**src/rtl/counter_ctrl_pkg.sv**
```systemverilog
`default_nettype none
// ============================================================================
//  Module      : counter_ctrl_pkg
//  Description : Shared types and constants for the push-button control stage
//                of the up/down loadable counter (debounce FSM states and
//                button index map).
//  Revision    : 1.0 - initial release
// ============================================================================
package counter_ctrl_pkg;

    // Debounce FSM states, shared by every button channel.
    typedef enum logic [1:0] {
        IDLE        = 2'd0,
        CHK_PRESS   = 2'd1,
        HELD        = 2'd2,
        CHK_RELEASE = 2'd3
    } dbnc_state_t;

    // Bit positions of each button inside the packed button vectors.
    localparam int BTN_LOAD   = 0;
    localparam int BTN_ENABLE = 1;
    localparam int BTN_DEC    = 2;
    localparam int NUM_BTN    = 3;

endpackage : counter_ctrl_pkg
`default_nettype wire

```
**src/rtl/btn_debounce.sv**
```systemverilog
`default_nettype none
// ============================================================================
//  Module      : btn_debounce
//  Description : One push-button channel: 2-flop synchronizer, debounce FSM
//                with saturating stability counter, and a registered
//                one-cycle press pulse on each accepted press.
//  Revision    : 1.0 - initial release
// ============================================================================
module btn_debounce
    import counter_ctrl_pkg::*;
#(
    parameter int DEBOUNCE_CYCLES = 1000000
) (
    input  logic clock,
    input  logic reset,
    input  logic btn_raw,
    output logic press,
    output logic held
);

    localparam int                 CNT_W      = $clog2(DEBOUNCE_CYCLES);
    localparam logic [CNT_W-1:0]   c_CNT_LAST = CNT_W'(DEBOUNCE_CYCLES - 1);

    logic               r_sync1;
    logic               r_sync2;
    dbnc_state_t        r_state;
    dbnc_state_t        w_state_nxt;
    logic [CNT_W-1:0]   r_cnt;
    logic [CNT_W-1:0]   w_cnt_nxt;
    logic               r_press;
    logic               w_press_nxt;

    // Bring the asynchronous button into the clock domain; FSM sees only r_sync2.
    always_ff @(posedge clock) begin
        if (reset) begin
            r_sync1 <= 1'b0;
            r_sync2 <= 1'b0;
        end else begin
            r_sync1 <= btn_raw;
            r_sync2 <= r_sync1;
        end
    end

    // State, stability counter and press pulse registers.
    always_ff @(posedge clock) begin
        if (reset) begin
            r_state <= IDLE;
            r_cnt   <= '0;
            r_press <= 1'b0;
        end else begin
            r_state <= w_state_nxt;
            r_cnt   <= w_cnt_nxt;
            r_press <= w_press_nxt;
        end
    end

    // Debounce decisions: a level change is accepted only after the synced
    // input has been stable for DEBOUNCE_CYCLES samples. The counter leaves
    // its check state at the last count, so it never wraps.
    always_comb begin
        w_state_nxt = r_state;
        w_cnt_nxt   = r_cnt;
        w_press_nxt = 1'b0;
        case (r_state)
            IDLE: begin
                if (r_sync2) begin
                    w_state_nxt = CHK_PRESS;
                    w_cnt_nxt   = '0;
                end
            end
            CHK_PRESS: begin
                if (!r_sync2) begin
                    w_state_nxt = IDLE;
                    w_cnt_nxt   = '0;
                end else if (r_cnt == c_CNT_LAST) begin
                    w_state_nxt = HELD;
                    w_press_nxt = 1'b1;
                end else begin
                    w_cnt_nxt = r_cnt + 1'b1;
                end
            end
            HELD: begin
                if (!r_sync2) begin
                    w_state_nxt = CHK_RELEASE;
                    w_cnt_nxt   = '0;
                end
            end
            CHK_RELEASE: begin
                if (r_sync2) begin
                    w_state_nxt = HELD;
                end else if (r_cnt == c_CNT_LAST) begin
                    w_state_nxt = IDLE;
                end else begin
                    w_cnt_nxt = r_cnt + 1'b1;
                end
            end
            default: begin
                w_state_nxt = IDLE;
                w_cnt_nxt   = '0;
            end
        endcase
    end

    assign press = r_press;
    assign held  = (r_state == HELD) || (r_state == CHK_RELEASE);

endmodule : btn_debounce
`default_nettype wire

```
**src/rtl/counter_ctrl_buttons.sv**
```systemverilog
`default_nettype none
// ============================================================================
//  Module      : counter_ctrl_buttons
//  Description : Converts three raw, bouncing push buttons into the counter's
//                clean control inputs: a one-cycle load pulse and the
//                enable / dec toggle levels.
//                Optional macro CTRL_LOAD_STOPS_EN: an accepted load press
//                also clears enable in the same cycle (clear beats a
//                coincident enable toggle).
//  Revision    : 1.0 - initial release
// ============================================================================
module counter_ctrl_buttons
    import counter_ctrl_pkg::*;
#(
    parameter int DEBOUNCE_CYCLES = 1000000
) (
    input  logic       clock,
    input  logic       reset,
    input  logic       btn_load,
    input  logic       btn_enable,
    input  logic       btn_dec,
    output logic       load,
    output logic       enable,
    output logic       dec,
    output logic [2:0] btn_held
);

    logic [NUM_BTN-1:0] w_btn_raw;
    logic [NUM_BTN-1:0] w_press;
    logic [NUM_BTN-1:0] w_held;
    logic               r_enable;
    logic               r_dec;
    logic               w_enable_nxt;
    logic               w_dec_nxt;

    assign w_btn_raw[BTN_LOAD]   = btn_load;
    assign w_btn_raw[BTN_ENABLE] = btn_enable;
    assign w_btn_raw[BTN_DEC]    = btn_dec;

    generate
        for (genvar gi = 0; gi < NUM_BTN; gi++) begin : g_btn
            btn_debounce #(
                .DEBOUNCE_CYCLES (DEBOUNCE_CYCLES)
            ) u_btn_debounce (
                .clock   (clock),
                .reset   (reset),
                .btn_raw (w_btn_raw[gi]),
                .press   (w_press[gi]),
                .held    (w_held[gi])
            );
        end
    endgenerate

    // New toggle levels. The press pulses are themselves registered, so the
    // outputs below are driven from flops only and change in the same cycle
    // as the load pulse appears.
    always_comb begin
        w_enable_nxt = r_enable ^ w_press[BTN_ENABLE];
`ifdef CTRL_LOAD_STOPS_EN
        if (w_press[BTN_LOAD]) begin
            w_enable_nxt = 1'b0;
        end
`endif
        w_dec_nxt = r_dec ^ w_press[BTN_DEC];
    end

    // Commit the toggle levels once their press pulse has been consumed.
    always_ff @(posedge clock) begin
        if (reset) begin
            r_enable <= 1'b0;
            r_dec    <= 1'b0;
        end else begin
            r_enable <= w_enable_nxt;
            r_dec    <= w_dec_nxt;
        end
    end

    assign load     = w_press[BTN_LOAD];
    assign enable   = w_enable_nxt;
    assign dec      = w_dec_nxt;
    assign btn_held = w_held;

endmodule : counter_ctrl_buttons
`default_nettype wire

```
**config.mk**
```make
export PLATFORM = sky130hd
export DESIGN_NAME = counter_ctrl_buttons
export DESIGN_NICKNAME = d
export VERILOG_FILES = /design/src/rtl/counter_ctrl_pkg.sv /design/src/rtl/btn_debounce.sv /design/src/rtl/counter_ctrl_buttons.sv
export SDC_FILE = /design/constraint.sdc
export NUM_CORES = 1
export LEC_CHECK = 0
export CORE_ASPECT_RATIO = 1.4
export CORE_MARGIN = 4
export CORE_UTILIZATION = 56
export DETAILED_ROUTE_END_ITERATION = 10
export PLACE_DENSITY = 0.76
export SYNTH_ARGS = -nofsm -noshare
export SYNTH_HDL_FRONTEND = slang
export SYNTH_HIERARCHICAL = 1
export SYNTH_SLANG_ARGS = --single-unit
```
**constraint.sdc**
```tcl
create_clock -name clock -period 1.9 [get_ports clock]
set_clock_uncertainty 0.05 [all_clocks]
set_input_delay 0.19 -clock clock [delete_from_list [all_inputs] [get_ports clock]]
set_output_delay 0.19 -clock clock [all_outputs]
set_load 0.005 [all_outputs]
```
==> impl_metrics.ini, run 1 <==
[run]
max_cap_violations = 0

[global_routing]
grt_max_degree = 26
grt_pass1_vias = 3704
grt.overflow.total = 0
grt_antenna_before_repair = 0
grtUsageTotal = 0.224
grt_pass1_wl_mm = 16.1

[timing]
setup_ws_ns = 0.0976
maxSlewViolCount = 0
min_period_over_period = 0.949
timing.fmax_mhz = 555
setup_tns_ns = 0
slew_headroom = 0.686
tightest_slew_ns = 0.466
layout_min_cycle_time_ns = 1.80
finalSetupViolations = 0
rsz0062_at_grt = yes
hold_viol_final = 0
fin_hold_ws_ns = 0.139

[drt]
first_iter_violations = 201
drc = 0
num_vias = 3735
route.antenna.remaining_nets = 0
routed_wirelength_mm = 8.83
vias_per_cell = 6.08
first_pass_iters = 5
wl_per_cell_um = 14.4

[die]
core_area_sq_mm = 0.00712
die_w_um = 80.8
dieArea_sq_mm = 0.00889
ioPinCount = 11
rows = 36
fp.dieH_um = 110
start_util = 0.585

[status]
status = finished, final reports clean

[pwr]
combPwrFrac = 0.039
clkPwrFrac = 0.380
switchingPower_uw = 620
finalPower_mw = 2.81
p_int_mw = 2.19
power.leakage_nw = 1.60
p_seq_frac = 0.582
power.share.switching = 0.221
power.density_mw_per_mm2 = 613
irDropWorstVdd_uv = 382

[critical_path]
crit_chain = ha_2 > nand4_1 > buf_4 > nor4_4 > buf_4 > nor2_1 > o21ai_1 > o21ai_1
crit_start = g_btn[1].u_btn_debounce/r_cnt[0]
slowest_delay_ns = 0.40
critPathArrivalTime_ns = 1.98
critPathLaunchType = flop
cp_slowest_cell = dfxtp_1
rr_worst_depth = 8
rrSetupSlack_ns = 0.1
worstSetupEndpointType = flop
path_class = reg -> reg
timing.rr.start = g_btn[1].u_btn_debounce/r_cnt[0]
crit_end = g_btn[1].u_btn_debounce/r_cnt[16]
worstReg2RegEnd = g_btn[1].u_btn_debounce/r_cnt[16]
path_max_fanout = 5
cp_data_required_time_ns = 2.08

[clock_network]
clkLatencyLatePin_ns = 0.34
cts_made_buffers = 9
cts-hold-fix-buffers = 0
cts_sinks = 77
clk_pin_slew_ns = 0.07
cts_tree = done
cts_buffer_depth = 2
cts_root_buf = clkbuf_8
cts_htree_levels = 3

[yosys]
synth_fp_nets = 509
yosysWarnings = 6
seq_area_frac_synth = 0.371
syn_area_sq_mm = 0.00416
ys_ff_latch = 77
ys_types = 60
synth-edff-count = 0
yosys_most_used_dff = dfxtp_1
syn_area_per_cell_sq_um = 8.30
synthArstFlopShare = 0
syn-instance-count = 501

[final_layout]
nNetsFinal = 524
drive_gt1_frac = 0.141
area_growth_pct = 10.2
n_antenna_cell = 0
fill_cells = 642

[place]
dp_slack_ns = 0.0958
portBuffers = 10
place_congestion = 0.889
dp_hpwl_mm = 6.30

[worst_hold_path]
hold_class = in -> reg
## metrics by stage
| step | utilization | cell area [sq um] | std cells |
|---|---|---|---|
| after detailed placement | 0.613 | 4360 | 597 |
| after floorplan | - | 4160 | 501 |
| final | 0.644 | 4580 | 614 |
| after global placement | 0.613 | 4360 | 597 |
| after global routing | 0.644 | 4580 | 614 |
| after CTS | 0.636 | 4530 | 611 |
## layout by cell type (no fill, tap or decap), types with 3 or more instances in the layout
cell type,n
nand2_1,54
nor4_2,3
a31oi_1,8
nor3b_1,3
and4_1,5
mux2i_1,5
o22ai_1,5
xor2_1,4
o21ai_1,34
nand4_1,14
nor2_1,41
a21o_1,5
nor4b_1,3
and2_1,9
a21oi_1,26
inv_1,4
nor2b_1,9
and3_1,10
clkbuf_8,11
o31ai_1,5
xor2_2,3
nor4_4,3
nand2b_1,4
o21ai_0,24
clkdlybuf4s50_1,9
nand3_1,22
a311oi_1,5
buf_4,21
and2_2,3
nor4_1,6
nor3_1,13
dfxtp_1,75
o211ai_1,4
a211oi_1,6
or3_1,6
nand3_2,3
xnor2_1,4
## cells in the mapped netlist (5+ instances only)
cell,n,area (sq um)
a211oi_1,6,45.0
a21o_1,5,37.5
a21oi_1,26,130
a311oi_1,5,43.8
a31oi_1,8,50.1
and2_1,10,62.6
and3_1,10,62.6
and4_1,6,52.6
buf_2,11,55.1
buf_4,5,37.5
clkbuf_1,9,33.8
dfxtp_1,77,1540
mux2i_1,5,50.1
nand2_1,55,206
nand3_1,22,110
nand4_1,14,87.6
nor2_1,42,158
nor2b_1,9,56.3
nor3_1,14,70.1
nor4_1,6,37.5
o21ai_0,26,130
o21ai_1,32,160
o22ai_1,5,31.3
o31ai_1,5,37.5
or3_1,7,43.8
## cell type report
type	instances	area, sq um	share of cell area
Multi-Input combinational cell	393	2490	0.543
Sequential cell	77	1540	0.337
Timing Repair Buffer	31	253	0.0551
Clock buffer	12	155	0.0339
Tap cell	95	119	0.0259
Inverter	4	15.0	0.00328
Clock inverter	2	10.0	0.00218
## kinds of logic after synthesis
group,Yosys count,share of synthesized area
AND/OR/NAND/NOR,233,0.331
multiplexers,5,0.0120
adder cells (fa/ha/maj),3,0.00902
flip-flops,77,0.371
buffers and inverters,31,0.0394
XOR/XNOR,11,0.0286
AO/OA/AOI/OAI,141,0.210
## sequential cells by signal, indices dropped and copies added, names as in the netlist, named ones only
register,flops
g_btn.u_btn_debounce/r_sync1,3
r_enable,1
g_btn.u_btn_debounce/r_cnt,60
r_dec,1
g_btn.u_btn_debounce/press,3
g_btn.u_btn_debounce/r_sync2,3
g_btn.u_btn_debounce/r_state,3
## power groups by stage
stage                     Combinational, mW  Sequential, mW  Clock [mW]
after CTS                             0.107            1.63        1.11
after global routing                  0.120            1.63        1.17
after floorplan                      0.0824            1.66           0
final                                 0.108            1.63        1.07
after global placement                0.106            1.67           0
after detailed placement              0.107            1.67           0
## routing by layer
metal	track usage	routed length, um
met1	0.256	3830
met2	0.407	4610
met3	0.0309	210
met4	0.101	182
met5	0	0
## repair_timing
item,4_1_cts,5_1_grt
resized for setup,0,14
setup buffers,0,3
setup endpoints to repair,0,26
## critical path, delay by kind of cell, from the launching register on
kind | cells | cell delay [ns]
buffers and inverters | 2 | 0.35
AND/OR/NAND/NOR | 3 | 0.46
adder cells (fa/ha/maj) | 1 | 0.24
AO/OA/AOI/OAI | 2 | 0.17
flip-flops | 1 | 0.40
## worst min path at each step
stage                                          startpoint                               to  slack [ns]  cells after the start
final                                               reset                             flop        0.14                      2
after global routing                                reset                             flop        0.13                      2
after detailed placement  g_btn[0].u_btn_debounce/r_sync1  g_btn[0].u_btn_debounce/r_sync2        0.37                      1
after floorplan                                     reset  g_btn[0].u_btn_debounce/r_sync1        0.21                      1
after CTS                                           reset                             flop        0.11                      2
after global placement    g_btn[1].u_btn_debounce/r_sync1  g_btn[1].u_btn_debounce/r_sync2        0.37                      1
(Power assumes the default switching activity.)
==> run 2, diff against run 1 <==
Settings changed: CTS_CLUSTER_DIAMETER set to 30.
==> results of run 2 <==
Final layout, timing and power as in run 1 (identical DEF).
